--- src/rtl/usr_ctrl.sv ---
// rtl/usr_ctrl.sv - command controller for an 8-bit universal shift register (optional ROTATE via USR_CTRL_ROTATE_EN)
module usr_ctrl (
    input  logic       clk,
    input  logic       rst,
    input  logic       cmd_valid,
    output logic       cmd_ready,
    input  logic [1:0] cmd_op,
    input  logic [2:0] cmd_cnt,
    input  logic [7:0] cmd_data,
    input  logic [7:0] usr_q,
    output logic [1:0] select,
    output logic [7:0] pload,
    output logic       lftin,
    output logic       rghtin,
    output logic       busy,
    output logic       done
);

    localparam logic [1:0] OP_LOAD    = 2'b00;
    localparam logic [1:0] OP_SHIFT_R = 2'b01;
    localparam logic [1:0] OP_SHIFT_L = 2'b10;
    localparam logic [1:0] OP_ROTATE  = 2'b11;

    localparam logic [1:0] SEL_HOLD  = 2'b00;
    localparam logic [1:0] SEL_RIGHT = 2'b01;
    localparam logic [1:0] SEL_LEFT  = 2'b10;
    localparam logic [1:0] SEL_LOAD  = 2'b11;

    typedef enum logic [1:0] {
        S_IDLE  = 2'b00,
        S_LOAD  = 2'b01,
        S_SHIFT = 2'b10,
        S_DONE  = 2'b11
    } state_t;

    state_t     state;
    state_t     state_nxt;
    logic [1:0] op_r;
    logic [2:0] count;
    logic       fill_r;
    logic       dir_r;
    logic [7:0] pload_r;
    logic       accept;

    // Only the feedback taps of usr_q matter; this sinks the remaining bits.
    logic       unused_usr_q;
    assign unused_usr_q = ^usr_q;

    assign accept = cmd_valid && (state == S_IDLE);
    assign pload  = pload_r;

    // State register.
    always_ff @(posedge clk) begin
        if (rst) begin
            state <= S_IDLE;
        end else begin
            state <= state_nxt;
        end
    end

    // Command latch, shift counter and parallel-load holding register.
    always_ff @(posedge clk) begin
        if (rst) begin
            op_r    <= OP_LOAD;
            count   <= 3'd0;
            fill_r  <= 1'b0;
            dir_r   <= 1'b0;
            pload_r <= 8'h00;
        end else if (accept) begin
            op_r   <= cmd_op;
            count  <= cmd_cnt;
            fill_r <= cmd_data[0];
            dir_r  <= cmd_data[1];
            if (cmd_op == OP_LOAD) begin
                pload_r <= cmd_data;
            end
        end else if (state == S_SHIFT && count != 3'd0) begin
            count <= count - 3'd1;
        end
    end

    // Next-state decode and register-control outputs.
    always_comb begin
        state_nxt = state;
        cmd_ready = 1'b0;
        select    = SEL_HOLD;
        lftin     = 1'b0;
        rghtin    = 1'b0;
        busy      = 1'b1;
        done      = 1'b0;
        case (state)
            S_IDLE: begin
                cmd_ready = 1'b1;
                busy      = 1'b0;
                if (cmd_valid) begin
                    case (cmd_op)
                        OP_LOAD:    state_nxt = S_LOAD;
                        OP_SHIFT_R: state_nxt = S_SHIFT;
                        OP_SHIFT_L: state_nxt = S_SHIFT;
`ifdef USR_CTRL_ROTATE_EN
                        OP_ROTATE:  state_nxt = S_SHIFT;
`else
                        OP_ROTATE:  state_nxt = S_DONE;
`endif
                        default:    state_nxt = S_IDLE;
                    endcase
                end
            end
            S_LOAD: begin
                select    = SEL_LOAD;
                state_nxt = S_DONE;
            end
            S_SHIFT: begin
                case (op_r)
                    OP_SHIFT_R: begin
                        select = SEL_RIGHT;
                        rghtin = fill_r;
                    end
                    OP_SHIFT_L: begin
                        select = SEL_LEFT;
                        lftin  = fill_r;
                    end
`ifdef USR_CTRL_ROTATE_EN
                    OP_ROTATE: begin
                        if (dir_r) begin
                            select = SEL_LEFT;
                            lftin  = usr_q[7];
                        end else begin
                            select = SEL_RIGHT;
                            rghtin = usr_q[0];
                        end
                    end
`endif
                    default: begin
                        select = SEL_HOLD;
                    end
                endcase
                if (count == 3'd0) begin
                    state_nxt = S_DONE;
                end
            end
            S_DONE: begin
                done      = 1'b1;
                state_nxt = S_IDLE;
            end
            default: begin
                state_nxt = S_IDLE;
            end
        endcase
    end

    // dir_r only steers ROTATE; keep it observed in builds without rotate.
    logic unused_dir;
    assign unused_dir = dir_r;

endmodule

--- config.mk ---
export PLATFORM = sky130hd
export DESIGN_NAME = usr_ctrl
export DESIGN_NICKNAME = d
export VERILOG_FILES = /design/src/rtl/usr_ctrl.sv
export SDC_FILE = /design/constraint.sdc
export NUM_CORES = 1
export LEC_CHECK = 0
export CORE_MARGIN = 1.5
export CORE_UTILIZATION = 36
export DETAILED_ROUTE_END_ITERATION = 12
export PLACE_DENSITY = 0.8
export SETUP_SLACK_MARGIN = 0.5
export SYNTH_ARGS = -nofsm -noshare
export SYNTH_HDL_FRONTEND = slang
export SYNTH_SLANG_ARGS = --single-unit
--- constraint.sdc ---
create_clock -name clk -period 1.5 [get_ports clk]
set_input_delay 0.15 -clock clk [delete_from_list [all_inputs] [get_ports clk]]
set_output_delay 0.15 -clock clk [all_outputs]
set_load 0.02 [all_outputs]
==> results_dict.tcl <==
set metrics [dict create \
    max_cap_violation_count 0 \
    timing.critical_path.fanout_max 4 \
    postPlaceCellArea_um2 1340 \
    die-area_um2 2620 \
    post-route-period-util 0.980 \
    top_layer "met4" \
    clock_tree.buffer_depth 2 \
    drtAntennaViolNets 0 \
    synth_area_leaders "sky130_fd_sc_hd__dfxtp_1 (38%), sky130_fd_sc_hd__ha_1 (12%), sky130_fd_sc_hd__a21oi_1 (9.0%)" \
    post_synth_most_frequent_cells "sky130_fd_sc_hd__nand2_1 (18), sky130_fd_sc_hd__dfxtp_1 (16), sky130_fd_sc_hd__a21oi_1 (15)" \
    grt_start_max_net_pins 12 \
    critPathKind "reg2out" \
    non_filler_instance_count_after_layout 176 \
    wl_met3_um 69 \
    detail_route.first_pass.iterations 4 \
    ctsHtreeMaxLevel 1 \
    detail_route.drc_violations 0 \
    area_growth_syn_to_layout_pct 97.9 \
    worstPathRequired_ns 1.35 \
    numCtsBuffers 3 \
    share_of_final_layout_standard_cells_stronger_than_drive_strength_1 0.649 \
    fin_hold_ws_ns 0.404 \
    boundaryPins 39 \
    timing.critical_path.from "state[0]" \
    std_cell_rows 17 \
    post_drt_via_cell_ratio 5.27 \
    cts.sink_count 16 \
    yosys_most_used_dff "sky130_fd_sc_hd__dfxtp_1" \
    postSynthAreaPerCell_um2 7.95 \
    clock_pin_transition_on_the_worst_setup_and_hold_timing_paths_ns 0.10 \
    drt-total-wl_mm 2.81 \
    placed_cells 167 \
    cts_tree "done" \
    diodes 0 \
    worst_r2r_path_depth 6 \
    cts.hold.buffers_added 0 \
    synth_cells 105 \
    timing.final.hold_violations 0 \
    max_slew_margin 0.719 \
    power_per_cell_area_nw_per_um2 1730 \
    die_w_um 51.1 \
    setup_total_negative_slack_ns 0 \
    min-delay-path-class "in2reg" \
    r2r_setup_slack_ns 0.14 \
    critical_path.endpoint "lftin" \
    ys_seq_area_frac 0.384 \
    via_count_of_the_first_global_routing_pass 821 \
    cellLeakagePower_nw 0.604 \
    end_kind "primary output" \
    netlist_area_um2 835 \
    yosys.cell_count.top_type "sky130_fd_sc_hd__nand2_1" \
    launching_element_type_of_the_critical_path "flop" \
    worst-endpoint-arrival_ns 1.32 \
    r2r_end "count[2]" \
    irDropWorstVdd_mv 1.19 \
    yosys.cell_types.count 22 \
    finalNetCount 181 \
    dpl.hpwl_mm 1.60 \
    detailroute.wirelength.met2_mm 1.44 \
    fin_worst_skew_ns 0.00113 \
    num_vias 928 \
    grt_antenna_before_repair 0 \
    synth.yosys.warnings 0 \
    drt-met1-wl_mm 1.23 \
    replace_congestion 0.699 \
    startpoint_of_the_worst_register_to_register_path "state[0]" \
    fmaxAchievable_mhz 680 \
    dr.first_iter.drc_count 19 \
    ys_ff_latch 16 \
    cts_root_buf "sky130_fd_sc_hd__clkbuf_4" \
    synth_largest_type_area_fraction 0.384 \
    die-height_um 51.1 \
    rsz0062_at_grt "yes" \
    final_area_um2 1650 \
    globalRouteOverflowTotal 0 \
    floorplan.core_area_um2 2190 \
    synth_enable_flop_cells 0 \
    grt_usage 0.194 \
    total_power_w 0.00286 \
    initial_core_util 0.381 \
    global_route_wire_length_before_repair_mm 3.81 \
    place.port_buffers 30 \
    tightest_slew_ns 0.421 \
    syn-num-nets 137 \
    run_status "finished clean" \
    asyncSetResetFlopFracSynth 0 \
    synth.largest_area_cell "sky130_fd_sc_hd__dfxtp_1" \
    fin_crit_ns 1.47 \
    drt-wirelength-per-cell_um 16.0 \
    later_pin_clock_latency_in_the_skew_report_ns 0.28 \
    final-max-slew-violation-count 0 \
    setup_viol 0 \
]
[sequential cells by signal (all words and copies together) (netlist names)]
signal	count
fill_r	1
count	3
op_r	2
state	2
pload	8
[metal layers]
layer / vias up / GRT usage
met2: 22 / 0.357
met1: 454 / 0.233
met3: 6 / 0.0175
met4: 0 / 0.0676
met5: - / 0
li1: 446 / -
[metrics by stage]
stage,worst slack [ns],utilization
after global placement,-0.0728,0.610
after detailed placement,-0.118,0.610
after CTS,0.0664,0.681
after floorplan,0.201,-
final,0.0300,0.754
after global routing,-0.00990,0.754
[final cells by class]
| class | instances | area (um2) |
|---|---|---|
| Fill cell | 136 | 539 |
| Inverter | 12 | 50.0 |
| Sequential cell | 16 | 333 |
| Clock buffer | 4 | 36.3 |
| Tap cell | 28 | 35.0 |
| Timing Repair Buffer | 42 | 395 |
| Multi-Input combinational cell | 74 | 802 |
[power by group]
group / leakage, nW / switching [W] / internal [W]
clock: 0.0210 / 0.000144 / 0.000148
combinational: 0.450 / 0.000905 / 0.00104
sequential: 0.133 / 0.0000953 / 0.000525
[worst max-delay path, stage by stage (launching register included)]
cell                      delay, ns
sky130_fd_sc_hd__dfxtp_4       0.38
sky130_fd_sc_hd__inv_4         0.08
sky130_fd_sc_hd__ha_4          0.19
sky130_fd_sc_hd__nand2_4       0.09
sky130_fd_sc_hd__nor3_4        0.15
sky130_fd_sc_hd__buf_6         0.14
[how the worst min path moves through the flow]
stage | endpoint | startpoint | depth (start not counted)
floorplan | fill_r | cmd_data[0] | 2
global placement | pload[0] | pload[0] | 2
detailed placement | pload[0] | pload[0] | 2
CTS | count[2] | cmd_cnt[2] | 3
global route | count[2] | cmd_cnt[2] | 3
finish | count[1] | cmd_cnt[1] | 3
[cells by family (layout without fill, tap and decap cells)]
| group | Yosys count | after routing | share of synthesized area |
|---|---|---|---|
| compound gates | 22 | 22 | 0.159 |
| xor+xnor | 1 | 1 | 0.0105 |
| fa+ha+maj | 8 | 8 | 0.120 |
| buf+inv | 16 | 58 | 0.0780 |
| flops | 16 | 16 | 0.384 |
| simple gates | 42 | 43 | 0.249 |
[placed cells by master (no fill, tap or decap), drive strengths merged]
cell type,instances
buf,27
nand2,18
dfxtp,16
clkdlybuf4s50,15
a21oi,15
inv,12
nand3,9
ha,8
nor2b,4
clkbuf,4
nor3,4
a31oi,2
and2,2
a2111oi,2
nand3b,2
o211ai,2
or2b,1
nand2b,1
and2b,1
xnor2,1
nor2,1
a211oi,1
[repair_timing]
action / 4_1_cts / 5_1_grt
setup endpoints to repair: 31 / 23
pin swaps: 14 / 16
cloned: 1 / 0
buffers inserted: 2 / 2
gates resized for setup: 101 / 41
Power figures use the tool's default switching activity.
